**src/rtl/enc_seq_pkg.sv**
```systemverilog
// Shared types and constants for the encoder round sequencer.
// The stage-timeout logic in the top is enabled by the ENC_SEQ_TIMEOUT_EN macro.
package enc_seq_pkg;

    localparam int unsigned DefaultRounds  = 24;
    localparam int unsigned DefaultNStages = 5;
    localparam int unsigned DefaultTimeout = 255;

    localparam int unsigned STG_COLPARITY = 0;
    localparam int unsigned STG_ROTATE    = 1;
    localparam int unsigned STG_PERMUTE   = 2;
    localparam int unsigned STG_REVAL     = 3;
    localparam int unsigned STG_ADDRC     = 4;

    typedef enum logic [2:0] {
        StIdle,
        StIssue,
        StWait,
        StAdvance,
        StNextRound,
        StFinish
    } seq_state_e;

    // Width of an index over n items, never below one bit.
    function automatic int unsigned idx_width(input int unsigned n);
        return (n > 1) ? $clog2(n) : 1;
    endfunction

endpackage

```
**src/rtl/enc_seq_counter.sv**
```systemverilog
// Up-counter with synchronous clear, load and increment; carry_o flags all-ones.
// Priority: clear over load over increment.
module enc_seq_counter #(
    parameter int unsigned Width = 4
) (
    input  logic             clk_i,
    input  logic             rst_ni,
    input  logic             clr_i,
    input  logic             load_i,
    input  logic [Width-1:0] load_val_i,
    input  logic             inc_i,
    output logic [Width-1:0] cnt_o,
    output logic             carry_o
);

    logic [Width-1:0] cnt_d, cnt_q;

    always_comb begin
        cnt_d = cnt_q;
        if (clr_i) begin
            cnt_d = '0;
        end else if (load_i) begin
            cnt_d = load_val_i;
        end else if (inc_i) begin
            cnt_d = cnt_q + Width'(1);
        end
    end

    always_ff @(posedge clk_i) begin
        if (!rst_ni) begin
            cnt_q <= '0;
        end else begin
            cnt_q <= cnt_d;
        end
    end

    assign cnt_o   = cnt_q;
    assign carry_o = &cnt_q;

endmodule

```
**src/rtl/enc_round_sequencer.sv**
```systemverilog
// Round/stage scheduler: issues one-hot stage starts, waits for each done, flips the
// ping-pong bank per stage. Define ENC_SEQ_TIMEOUT_EN for the per-stage wait timeout.
module enc_round_sequencer
    import enc_seq_pkg::*;
#(
    parameter int unsigned ROUNDS   = DefaultRounds,
    parameter int unsigned N_STAGES = DefaultNStages,
    parameter int unsigned TIMEOUT  = DefaultTimeout,
    localparam int unsigned StageW  = idx_width(N_STAGES),
    localparam int unsigned RoundW  = idx_width(ROUNDS)
) (
    input  logic                clk_i,
    input  logic                reset_ni,
    input  logic                start_i,
    input  logic [N_STAGES-1:0] stage_done_i,
    output logic                ready_o,
    output logic                done_o,
    output logic [N_STAGES-1:0] stage_start_o,
    output logic [StageW-1:0]   stage_idx_o,
    output logic [RoundW-1:0]   round_o,
    output logic                bank_sel_o,
    output logic                err_o
);

    if (ROUNDS == 0 || N_STAGES == 0 || TIMEOUT == 0) begin : g_param_check
        $error("enc_round_sequencer: ROUNDS, N_STAGES and TIMEOUT must be at least 1");
    end

    seq_state_e state_d, state_q;
    logic       bank_d, bank_q;
    logic [StageW-1:0] stage_idx;
    logic [RoundW-1:0] round;
    logic stage_carry, round_carry;
    logic stage_clr, stage_inc, round_inc;
    logic msg_start, stage_hit, timeout_hit;
    logic last_stage, last_round;

    assign stage_hit  = stage_done_i[stage_idx];
    assign last_stage = (stage_idx == StageW'(N_STAGES - 1));
    assign last_round = (round == RoundW'(ROUNDS - 1));

    always_comb begin
        state_d   = state_q;
        bank_d    = bank_q;
        msg_start = 1'b0;
        stage_inc = 1'b0;
        round_inc = 1'b0;
        stage_clr = 1'b0;
        unique case (state_q)
            StIdle: begin
                if (start_i) begin
                    msg_start = 1'b1;
                    bank_d    = 1'b0;
                    stage_clr = 1'b1;
                    state_d   = StIssue;
                end
            end
            StIssue: state_d = StWait;
            StWait: begin
                if (stage_hit) begin
                    state_d = StAdvance;
                end else if (timeout_hit) begin
                    state_d = StIdle;
                end
            end
            StAdvance: begin
                bank_d    = ~bank_q;
                stage_inc = ~last_stage;
                state_d   = last_stage ? StNextRound : StIssue;
            end
            StNextRound: begin
                if (last_round) begin
                    state_d = StFinish;
                end else begin
                    round_inc = 1'b1;
                    stage_clr = 1'b1;
                    state_d   = StIssue;
                end
            end
            StFinish: state_d = StIdle;
            default:  state_d = StIdle;
        endcase
    end

    always_ff @(posedge clk_i) begin
        if (!reset_ni) begin
            state_q <= StIdle;
            bank_q  <= 1'b0;
        end else begin
            state_q <= state_d;
            bank_q  <= bank_d;
        end
    end

    // Carry guards keep the index counters from ever wrapping inside a message.
    enc_seq_counter #(.Width(StageW)) u_stage_cnt (
        .clk_i      (clk_i),
        .rst_ni     (reset_ni),
        .clr_i      (stage_clr),
        .load_i     (1'b0),
        .load_val_i ('0),
        .inc_i      (stage_inc & ~stage_carry),
        .cnt_o      (stage_idx),
        .carry_o    (stage_carry)
    );

    enc_seq_counter #(.Width(RoundW)) u_round_cnt (
        .clk_i      (clk_i),
        .rst_ni     (reset_ni),
        .clr_i      (msg_start),
        .load_i     (1'b0),
        .load_val_i ('0),
        .inc_i      (round_inc & ~round_carry),
        .cnt_o      (round),
        .carry_o    (round_carry)
    );

`ifdef ENC_SEQ_TIMEOUT_EN
    localparam int unsigned WaitW = idx_width(TIMEOUT + 1);

    logic [WaitW-1:0] wait_cnt;
    logic             wait_carry;
    logic             err_d, err_q;

    enc_seq_counter #(.Width(WaitW)) u_wait_cnt (
        .clk_i      (clk_i),
        .rst_ni     (reset_ni),
        .clr_i      (state_q == StIssue),
        .load_i     (1'b0),
        .load_val_i ('0),
        .inc_i      ((state_q == StWait) & ~wait_carry),
        .cnt_o      (wait_cnt),
        .carry_o    (wait_carry)
    );

    // The TIMEOUT-th Wait cycle without a done is the last one.
    assign timeout_hit = (wait_cnt == WaitW'(TIMEOUT - 1));

    always_comb begin
        err_d = err_q;
        if (msg_start) begin
            err_d = 1'b0;
        end else if ((state_q == StWait) && !stage_hit && timeout_hit) begin
            err_d = 1'b1;
        end
    end

    always_ff @(posedge clk_i) begin
        if (!reset_ni) begin
            err_q <= 1'b0;
        end else begin
            err_q <= err_d;
        end
    end

    assign err_o = err_q;
`else
    assign timeout_hit = 1'b0;
    assign err_o       = 1'b0;
`endif

    always_comb begin
        stage_start_o = '0;
        if (state_q == StIssue) begin
            stage_start_o[stage_idx] = 1'b1;
        end
    end

    assign ready_o     = (state_q == StIdle);
    assign done_o      = (state_q == StFinish);
    assign stage_idx_o = stage_idx;
    assign round_o     = round;
    assign bank_sel_o  = bank_q;

endmodule

```
**config.mk**
```make
export PLATFORM = sky130hd
export DESIGN_NAME = enc_round_sequencer
export DESIGN_NICKNAME = d
export VERILOG_FILES = /design/src/rtl/enc_seq_pkg.sv /design/src/rtl/enc_seq_counter.sv /design/src/rtl/enc_round_sequencer.sv
export SDC_FILE = /design/constraint.sdc
export NUM_CORES = 1
export LEC_CHECK = 0
export ABC_CLOCK_PERIOD_IN_PS = 2150
export BUFFER_PORTS_ARGS = -buffer_cell sky130_fd_sc_hd__buf_2
export CAP_MARGIN = 0
export CORE_AREA = 2 2 47 49
export DETAILED_ROUTE_END_ITERATION = 10
export DIE_AREA = 0 0 49 51
export HOLD_SLACK_MARGIN = 0.12
export PLACE_DENSITY = 0.69
export SYNTH_ARGS = -nofsm -noshare
export SYNTH_HDL_FRONTEND = slang
export SYNTH_HIERARCHICAL = 1
export SYNTH_SLANG_ARGS = --single-unit
```
**constraint.sdc**
```tcl
create_clock -name clk_i -period 2.15 [get_ports clk_i]
set_input_delay 0.3225 -clock clk_i [delete_from_list [all_inputs] [get_ports clk_i]]
set_output_delay 0.3225 -clock clk_i [all_outputs]
set_load 0.01 [all_outputs]
```
==> out/metrics.cfg <==
[setup_path]
crit_arrival_ps=2150
crit_path_max_fanout=5
end_kind=register
path_class=reg -> reg
worst_setup_path_start_kind=register
critPathRequiredTime_ps=2320

[logic_synthesis]
synth_seq_cells=12
yosysTopAreaCell=dfxtp_1
synth_area_leaders=dfxtp_1, mux2i_1, ha_1
synth_top_area_frac=0.2931
seq_area_frac_synth=0.2931
synth_cell_types=36
synthCells=97
syn_area_per_cell_um2=8.449
synth_area_um2=819.5
ys_warn_count=6

[drt]
ant_nets=0
dr_total_vias=750
drc=0
first_pass_iters=4
wl_per_cell_um=9.827
routed_wl_um=1592
vias_per_cell=4.630
drt_iter0_drc=9

[timing]
fin_skew_ps=7.313
post-route-min-period_ps=1988
fmax_mhz=503.1
tns_ps=0
slew_violations=0
setup_viol=0
hold_slack_ps=326.0
finalHoldViolCount=0
rsz0062_at_grt=false
fin_crit_sh=0.9244

[cells_and_area]
layout.cells.most_common_list=buf_2, conb_1, dfxtp_1
area_growth_pct=26.87
utilization=0.5039
num_antenna_cells=0
layout_commonest_cell=buf_2
design_area_um2=1040
regArea_um2=240.2
drive_gt1_frac=0.2612
multi_input_area_um2=583.1
nNetsFinal=147
fillers=211

[grt]
antenna_found_initial=0
grt_overflow=0
gr-usage-all-layers=0.1394
grt_pass1_wl_um=2753
grt_start_max_net_pins=13
grt_pass1_vias=665

[floorplan]
num_rows=17
die_x_um=49
ioPinCount=25
die_h_um=51
coreArea_um2=2063
initial_utilization=0.3972
die_area_um2=2499

[place]
dpl.hpwl_um=1271
io_buffers=23
place_area_um2=1003
gp_congestion=0.8072

[clock_tree]
clock_latency_ps=270
cts.sinks=12
clk_pin_slew_worst_paths_ps=80
postCtsSetupRepairBufs=0
cts_tree=done
cts_hold_buffers=0
root_buffer=clkbuf_4
cts_buffers=3
cts_max_path_buffers=2
post_cts_resize_count=0
htreeDepth=1

[power_and_ir_drop]
p_leak_nw=0.4973
p_per_area_nw_per_um2=656.5
peakVddDrop_v=0.0004833
p_total_mw=0.6826

[flow_run]
maxCapViolations=0

[min_path]
hp-class=in -> reg

[run_status]
status=complete, no violations

==> where the power goes <==
group,internal (mW),switching [mW],total (mW)
clock,0.103,0.0756,0.179
combinational,0.101,0.104,0.205
sequential,0.247,0.0520,0.299
==> layer usage <==
metal | track usage | share of wire
met5 | 0 | 0
met2 | 0.2374 | 0.51
met4 | 0.02857 | 0
met1 | 0.1732 | 0.45
met3 | 0.04386 | 0.041
==> flip-flops by register name (all words and copies together), names as in the netlist <==
name	count
bank_sel_o	1
state_q	3
u_round_cnt/cnt_o	5
u_stage_cnt/cnt_o	3
==> metrics by stage <==
stage          std cells  setup WS, ps
2_1_floorplan        110         148.1
3_3_place_gp         158         248.2
3_5_place_dp         158         182.4
4_1_cts              162         169.1
5_1_grt              162         68.72
6_report             162         162.5
==> critical path, cell delays in order (launching register included) <==
cell     delay [ps]
dfxtp_1         360
ha_1            230
and3_1          180
ha_1            180
nor4_2          240
buf_4           180
mux2_1          320
mux2i_1         130
nor2_1           60
==> cell families (layout without fill, tap and decap cells) <==
family                     Yosys count  in the layout  share of synthesized area
AOI/OAI and AO/OA                   17             17                     0.1481
xor gates and xnor gates             5              5                    0.05343
adders and majority gates            4              4                    0.06107
buffers and inverters                9             33                    0.06258
DFF                                 12             12                     0.2931
muxes                                8              8                     0.1008
other                                1             14                   0.004576
and+or+nand+nor                     41             41                     0.2764
==> synth_stat cells <==
library cell  instances
nand4_1               2
nand3_1               2
xnor2_1               4
a211oi_2              1
and2_1                1
conb_1                1
inv_2                 1
o21a_1                2
nand2b_1              6
mux2_1                2
nor3b_1               2
nand3b_1              1
xor2_1                1
dfxtp_1              12
a32oi_1               1
a22oi_1               1
buf_6                 1
buf_4                 2
mux2i_1               6
nor2b_2               1
nand2_1               2
a21oi_1               5
a211oi_1              4
nor2b_1               5
o21ai_0               1
nand2b_2              1
o211a_1               1
buf_2                 2
and3_1                1
nor3_1                3
nor4_1                2
o211ai_1              1
nor2_1               11
ha_1                  4
inv_1                 3
nor2_2                1
==> worst paths after layout <==
| kind | from | endpoint | slack [ps] | cells past startpoint |
|---|---|---|---|---|
| setup / recovery | u_round_cnt/cnt_o[0] | u_round_cnt/cnt_o[1] | 160 | 8 |
| hold / removal | reset_ni | state_q[0] | 330 | 2 |
| setup reg to reg | u_round_cnt/cnt_o[0] | u_round_cnt/cnt_o[1] | 160 | 8 |
| hold reg to reg | bank_sel_o | bank_sel_o | 550 | 2 |
==> final cells by class <==
class                      count  area share
clock buffer                   4     0.03490
inverter                       4     0.01444
multi-input combinational     89      0.5608
sequential                    12      0.2310
tap                           28     0.03369
timing repair buffer          25      0.1252
Note: power is estimated with default switching activity, not from simulation.
